**config.mk**
```make
export PLATFORM = sky130hd
export DESIGN_NAME = arbitro_vc_destino
export DESIGN_NICKNAME = d
export VERILOG_FILES = /design/src/rtl/arbitro_vc_destino.sv
export SDC_FILE = /design/constraint.sdc
export NUM_CORES = 1
export LEC_CHECK = 0
export CAP_MARGIN = 25
export CORE_ASPECT_RATIO = 0.7
export CORE_MARGIN = 8
export CORE_UTILIZATION = 66
export DETAILED_ROUTE_END_ITERATION = 16
export DONT_BUFFER_PORTS = 1
export PLACE_DENSITY_LB_ADDON = 0.12
export SYNTH_ARGS = -nofsm -noshare
export SYNTH_HDL_FRONTEND = slang
export SYNTH_SLANG_ARGS = --single-unit
```
**constraint.sdc**
```tcl
create_clock -name clk -period 3.72 [get_ports clk]
set_clock_uncertainty 0.15 [all_clocks]
set_input_delay 0.744 -clock clk [delete_from_list [all_inputs] [get_ports clk]]
set_output_delay 0.744 -clock clk [all_outputs]
set_load 0.05 [all_outputs]
```
**src/rtl/arbitro_vc_destino.sv**
```systemverilog
// VC0/VC1 to D0/D1 arbiter: weighted VC0 priority, almost-full backpressure,
// registered push/data one cycle after the pop, per-destination counters.
module arbitro_vc_destino #(
  parameter int DATA_WIDTH = 6,
  parameter int DEST_BIT   = 4,
  parameter int VC0_WEIGHT = 3,
  parameter int CNT_WIDTH  = 8
) (
  input  logic                  clk,
  input  logic                  reset,
  input  logic                  VC0_empty,
  input  logic                  VC1_empty,
  input  logic [DATA_WIDTH-1:0] VC0_data,
  input  logic [DATA_WIDTH-1:0] VC1_data,
  input  logic                  D0_almost_full,
  input  logic                  D1_almost_full,
  output logic                  VC0_pop,
  output logic                  VC1_pop,
  output logic                  D0_push,
  output logic                  D1_push,
  output logic [DATA_WIDTH-1:0] D0_data_out,
  output logic [DATA_WIDTH-1:0] D1_data_out,
  output logic [1:0]            estado,
  output logic                  idle,
  output logic [CNT_WIDTH-1:0]  contador_D0,
  output logic [CNT_WIDTH-1:0]  contador_D1
);

  typedef enum logic [1:0] {
    S_RESET   = 2'd0,
    S_IDLE    = 2'd1,
    S_ACTIVE  = 2'd2,
    S_BLOCKED = 2'd3
  } state_t;

  localparam logic [3:0] WMAX = 4'(VC0_WEIGHT);

  state_t st, nxt;
  logic [3:0] wcnt;

  logic ne0, ne1, dst0, dst1, blk0, blk1;
  logic pref0, pref1, g0, g1, pop, sel_dst;
  logic [DATA_WIDTH-1:0] sel_data;

  assign ne0  = !VC0_empty;
  assign ne1  = !VC1_empty;
  assign dst0 = VC0_data[DEST_BIT];
  assign dst1 = VC1_data[DEST_BIT];
  assign blk0 = dst0 ? D1_almost_full : D0_almost_full;
  assign blk1 = dst1 ? D1_almost_full : D0_almost_full;

  assign pref0 = ne0 && !((wcnt == WMAX) && ne1);
  assign pref1 = !pref0 && ne1;

  // Preferred VC first; the other VC is a fallback when the preferred head is blocked.
  always_comb begin
    g0 = 1'b0;
    g1 = 1'b0;
    if (!reset) begin
      if (pref0 && !blk0)
        g0 = 1'b1;
      else if (pref1 && !blk1)
        g1 = 1'b1;
      else if (pref0 && ne1 && !blk1)
        g1 = 1'b1;
      else if (pref1 && ne0 && !blk0)
        g0 = 1'b1;
    end
  end

  assign VC0_pop  = g0;
  assign VC1_pop  = g1;
  assign pop      = g0 || g1;
  assign sel_dst  = g0 ? dst0 : dst1;
  assign sel_data = g0 ? VC0_data : VC1_data;

  always_comb begin
    nxt = S_BLOCKED;
    if (!ne0 && !ne1)
      nxt = S_IDLE;
    else if (pop)
      nxt = S_ACTIVE;
  end

  always_ff @(posedge clk) begin
    if (reset) begin
      D0_push     <= 1'b0;
      D1_push     <= 1'b0;
      D0_data_out <= '0;
      D1_data_out <= '0;
      contador_D0 <= '0;
      contador_D1 <= '0;
      wcnt        <= '0;
      st          <= S_RESET;
      idle        <= 1'b0;
    end else begin
      D0_push <= pop && !sel_dst;
      D1_push <= pop && sel_dst;
      if (pop && !sel_dst)
        D0_data_out <= sel_data;
      if (pop && sel_dst)
        D1_data_out <= sel_data;
      if (D0_push)
        contador_D0 <= contador_D0 + CNT_WIDTH'(1);
      if (D1_push)
        contador_D1 <= contador_D1 + CNT_WIDTH'(1);
      if (g1 || !ne1)
        wcnt <= '0;
      else if (g0 && wcnt != WMAX)
        wcnt <= wcnt + 4'd1;
      st   <= nxt;
      idle <= (nxt == S_IDLE);
    end
  end

  assign estado = st;

endmodule

```
## Word-level counts from Yosys, hierarchy flattened

Index checks and enable logic that the tools add are counted.

| word-level totals | value |
|---|---|
| logic and storage cells | 53 |
| output and inout bits | 35 |
| input port bits | 18 |
| bits in registers | 37 |

| operators by class | value |
|---|---|
| muxes and demuxes | 15 |
| reductions and logical operators | 23 |
| add/sub/neg operators | 3 |
| equal/unequal tests | 3 |

Operators with widths:

| cell | number |
|---|---|
| adder 8 x 1 -> 8 bit, second input constant | 2 |
| logical AND 1 bit | 13 |
| two-way mux 1 bit | 13 |
| logical NOT 1 bit | 7 |
| two-way mux 6 bit | 1 |
| adder 4 x 1 -> 4 bit, second input constant | 1 |
| == test 4 x 2 -> 1 bit, second input constant | 1 |
| != test 4 x 2 -> 1 bit, second input constant | 1 |
| == test 2 x 1 -> 1 bit, second input constant | 1 |
| logical OR 1 bit | 2 |
| two-way mux 2 bit | 1 |
| OR reduction 2 bit | 1 |

## Logic depth before layout (Yosys ltp)

| depth | value |
|---|---|
| word-level depth | 17 |
| gate-level depth with buffers | 7 |
| depth with buffers taken out | 5 |

## Worst setup path after synthesis

Ideal clock, no wire load.

| path | value |
|---|---|
| path type | in2out |
| from | input D0_almost_full |
| to | output VC1_pop |
| stages | 3 |
| arrival time | 2,315 ps |
| path slack | 511 ps |
| required time | 2,826 ps |
| path buffers | 0 |
| cell sequence | nor2b_1 o41ai_1 nor3_1 |

| between the ends | value |
|---|---|
| longest elaborated chain between the ends | 7 |
| elaborated cells between the ends (all ways) | 11 |
| classes of those cells | mux: 6; reduce/logical: 5 |

RTL lines:

| what | line | text |
|---|---|---|
| start, declared | 15 | `input logic D0_almost_full,` |
| two-way mux 1 bit | 50 | `assign blk1 = dst1 ? D1_almost_full : D0_almost_full;` |
| logical NOT 1 bit | 62, 64 |  |
| logical AND 1 bit | 64 | `else if (pref0 && ne1 && !blk1)` |
| two-way mux 1 bit | 64 |  |
| two-way mux 1 bit | 62 | `else if (pref1 && !blk1)` |
| two-way mux 1 bit (*) | 60 | `if (pref0 && !blk0)` |
| two-way mux 1 bit (*) | 59 | `if (!reset) begin` |
| end, declared | 18 | `output logic VC1_pop,` |

Every way passes the cells marked *; elsewhere a longest branch is shown, timed or not.

## Final worst setup path

| path | value |
|---|---|
| from | register wcnt[0] |
| to | output VC0_pop |

| between the ends | value |
|---|---|
| longest elaborated chain between the ends | 13 |
| elaborated cells between the ends (all ways) | 17 |
| classes of those cells | eq/ne: 1; mux: 5; reduce/logical: 11 |

RTL lines:

| what | line | text |
|---|---|---|
| start, declared | 39 | `logic [3:0] wcnt;` |
| start signal, assigned | 110 | `wcnt <= wcnt + 4'd1;` |
| == test 4 x 2 -> 1 bit (*) | 52 | `assign pref0 = ne0 && !((wcnt == WMAX) && ne1);` |
| logical AND 1 bit (*) | 52 |  |
| logical NOT 1 bit (*) | 52 |  |
| logical AND 1 bit (*) | 52 |  |
| logical NOT 1 bit | 53 | `assign pref1 = !pref0 && ne1;` |
| logical AND 1 bit | 53 |  |
| logical AND 1 bit (2 in series) | 66 | `else if (pref1 && ne0 && !blk0)` |
| two-way mux 1 bit | 66 |  |
| two-way mux 1 bit | 64 |  |
| two-way mux 1 bit | 62 |  |
| two-way mux 1 bit (*) | 60 |  |
| two-way mux 1 bit (*) | 59 |  |
| end, declared | 17 | `output logic VC0_pop,` |

Marks and branches as above.

==> flow_metrics.env <==
export IMPL_grtUsageMet1_pct=23.0
export IMPL_syn_cell_area_um2=1720
export IMPL_worstMarginPinSlew_ns=0.738
export IMPL_post_synth_xor_area_fraction_pct=5.62
export IMPL_final_nets=203
export IMPL_die_h_um=58.7
export IMPL_fmax_mhz=338
export IMPL_n_fill_cell=169
export IMPL_run_status="finished clean"
export IMPL_grt_pass1_vias=1278
export IMPL_io_buffer_count=0
export IMPL_drcViolationCount=0
export IMPL_slowest_stage="or4b_4"
export IMPL_cp_max_fo=6
export IMPL_slew_headroom_pct=50.5
export IMPL_htree_levels=2
export IMPL_die_area_um2=4510
export IMPL_finalSetupViolCount=0
export IMPL_fp_dieW_um=76.9
export IMPL_max_clock_path_buffers=2
export IMPL_coreArea_um2=2460
export IMPL_fin_hold_ws_ns=0.370
export IMPL_layoutNonFillerInstCount=217
export IMPL_crit_type="register to output port"
export IMPL_yosys_area_share_simple_pct=20.1
export IMPL_synth_edf_count=0
export IMPL_cts_sinks=37
export IMPL_finalSetupTns_ns=0
export IMPL_synthCells=184
export IMPL_final_util_pct=74.7
export IMPL_numCtsBuffers=5
export IMPL_final_cell_mix="dfxtp_1 (37), nor2_1 (20), o41ai_1 (11), o21ai_0 (11)"
export IMPL_gp_congestion=0.886
export IMPL_postSynthAreaPerCell_um2=9.32
export IMPL_ant_nets=0
export IMPL_rows=15
export IMPL_synth_top_family_by_area="compound AO/OA/AOI/OAI gates"
export IMPL_synth_compound_area_share_pct=20.9
export IMPL_synthArstFlopShare_pct=0
export IMPL_synth_warnings=0
export IMPL_path_buf_inv=1
export IMPL_cp_arrival_ns=2.06
export IMPL_hold_viol=0
export IMPL_antenna_found_initial=0
export IMPL_synth_fa_ha_area_share_pct=2.19
export IMPL_placed_cells=209
export IMPL_power_density_nw_per_um2=506
export IMPL_critPathLaunchType="register"
export IMPL_ys_ff_latch=37
export IMPL_setup_ws_ns=0.764
export IMPL_grt_start_max_net_pins=27
export IMPL_syn_nets=205
export IMPL_avgViaCountPerCell=6.64
export IMPL_pre_cts_slack_ns=0.998
export IMPL_globalRoute_busiestLayer="met2"
export IMPL_endpoint_kind="output port"
export IMPL_cts_setup_buffers=0
export IMPL_dp_hpwl_mm=3.25
export IMPL_met3_usage_pct=10.8
export IMPL_wl_per_cell_um=19.8
export IMPL_synth_cell_types=38
export IMPL_hold_class="primary input to register"
export IMPL_crit_required_ns=2.83
export IMPL_clk_pin_slew_ns=0.07
export IMPL_cts_tree="done"
export IMPL_fin_crit_sh_pct=79.5
export IMPL_min_period_ns=2.96
export IMPL_pin_count=53
export IMPL_root_buffer="clkbuf_8"
export IMPL_grt_setup_unrepaired="no"
export IMPL_firstDrtPassIters=4
export IMPL_p_leak_nw=0.665
export IMPL_cpLargestDelayFamily="simple AND/OR/NAND/NOR gates"
export IMPL_post_cts_resized=0
export IMPL_ys_dominant_reg_cell="dfxtp_1"
export IMPL_crit_path_cell_trace="ha_1, or4b_4, nor2_1, nor2_1, buf_4"
export IMPL_syn_to_final_growth_pct=7.08
export IMPL_slew_viol_final=0
export IMPL_grt_pass1_wl_mm=6.82
export IMPL_slowest_delay_ns=0.53
export IMPL_holdBufCountCts=0
export IMPL_cp_common_cell="nor2_1"
export IMPL_use_met2_pct=27.4
export IMPL_drt_iter0_drc=167
export IMPL_grt_overflow=0
export IMPL_max_vdd_ir_drop_v=0.000372
export IMPL_clk_latency_ns=0.28
export IMPL_ys_seq_area_share_pct=43.2
export IMPL_via_count=1441
export IMPL_drive_gt1_share_pct=8.74
export IMPL_gr_usage_all_layers_pct=18.8
export IMPL_initial_core_util_pct=69.8
export IMPL_max_cap_violations=0
export IMPL_synthMuxAreaShare_pct=2.99
export IMPL_routed_wl_mm=4.29
export IMPL_antennaDiodeCount=0
export IMPL_final_common_cell="dfxtp_1"
[synth_stat cells, types with 2 or more instances]
cell       n  area (um^2)
mux2i_1    4         40.0
o21ai_0   11         55.1
nor2_1    20         75.1
buf_4      2         15.0
xnor2_1    3         26.3
and3_1     4         25.0
nand2_1    8         30.0
clkbuf_1   6         22.5
a31oi_1    9         56.3
o41ai_1   11         96.3
nand4_1    6         37.5
nor3b_1    2         15.0
a21o_1     3         22.5
inv_1      4         15.0
xor2_1     8         70.1
a21oi_1    8         40.0
nand3_1    6         30.0
dfxtp_1   37          741
nor3_1     2         10.0
buf_6      2         22.5
ha_1       3         37.5
or3_1      9         56.3
[cell families (layout without fill, tap and decap cells)]
family          Yosys count  count (layout)
simple gates             65              65
compound gates           48              48
flops                    37              37
buf+inv                  15              14
xor+xnor                 11              11
mux                       5               5
fa+ha+maj                 3               3
[report_power, final]
group,switching (mW),internal [mW],leakage [nW]
Clock,0.138,0.266,0.0681
Sequential,0.0608,0.410,0.301
Combinational,0.0320,0.0230,0.296
Total,0.231,0.699,0.665
[per-layer routing]
metal  routed length (um)  up-vias
met4                   55        0
met3                  618        9
met5                    0        -
li1                     -      685
met1                 1700      659
met2                 1920       88
[layout make-up]
type                       instances  area [um^2]  share of cell area [%]
multi-input combinational        132          890                    48.4
sequential                        37          741                    40.3
clock inverter                     3         65.1                    3.54
timing repair buffer               2         15.0                   0.817
inverter                           4         15.0                   0.817
clock buffer                       5         68.8                    3.75
tap                               34         42.5                    2.32
[flip-flops by register name, indices dropped and copies added, names as in the netlist]
signal / flops
contador_D1: 8
estado: 2
contador_D0: 8
wcnt: 4
D0_push: 1
D1_data_out: 6
idle: 1
D0_data_out: 6
D1_push: 1
[through the flow]
step                      total power [mW]  area, um^2
after floorplan                      0.529        1720
after global placement               0.532        1700
after detailed placement             0.534        1700
after CTS                            0.935        1840
after global routing                 0.959        1840
final                                0.930        1840
[worst paths after layout]
check             slack [ns]  depth (start not counted)     from        endpoint
setup / recovery        0.76                          5  wcnt[0]         VC0_pop
hold / removal          0.37                          1    reset  contador_D0[7]
setup reg to reg        1.17                          5  wcnt[0]  D0_data_out[3]
hold reg to reg         0.41                          2  wcnt[1]         wcnt[1]
(Power assumes the default switching activity.)
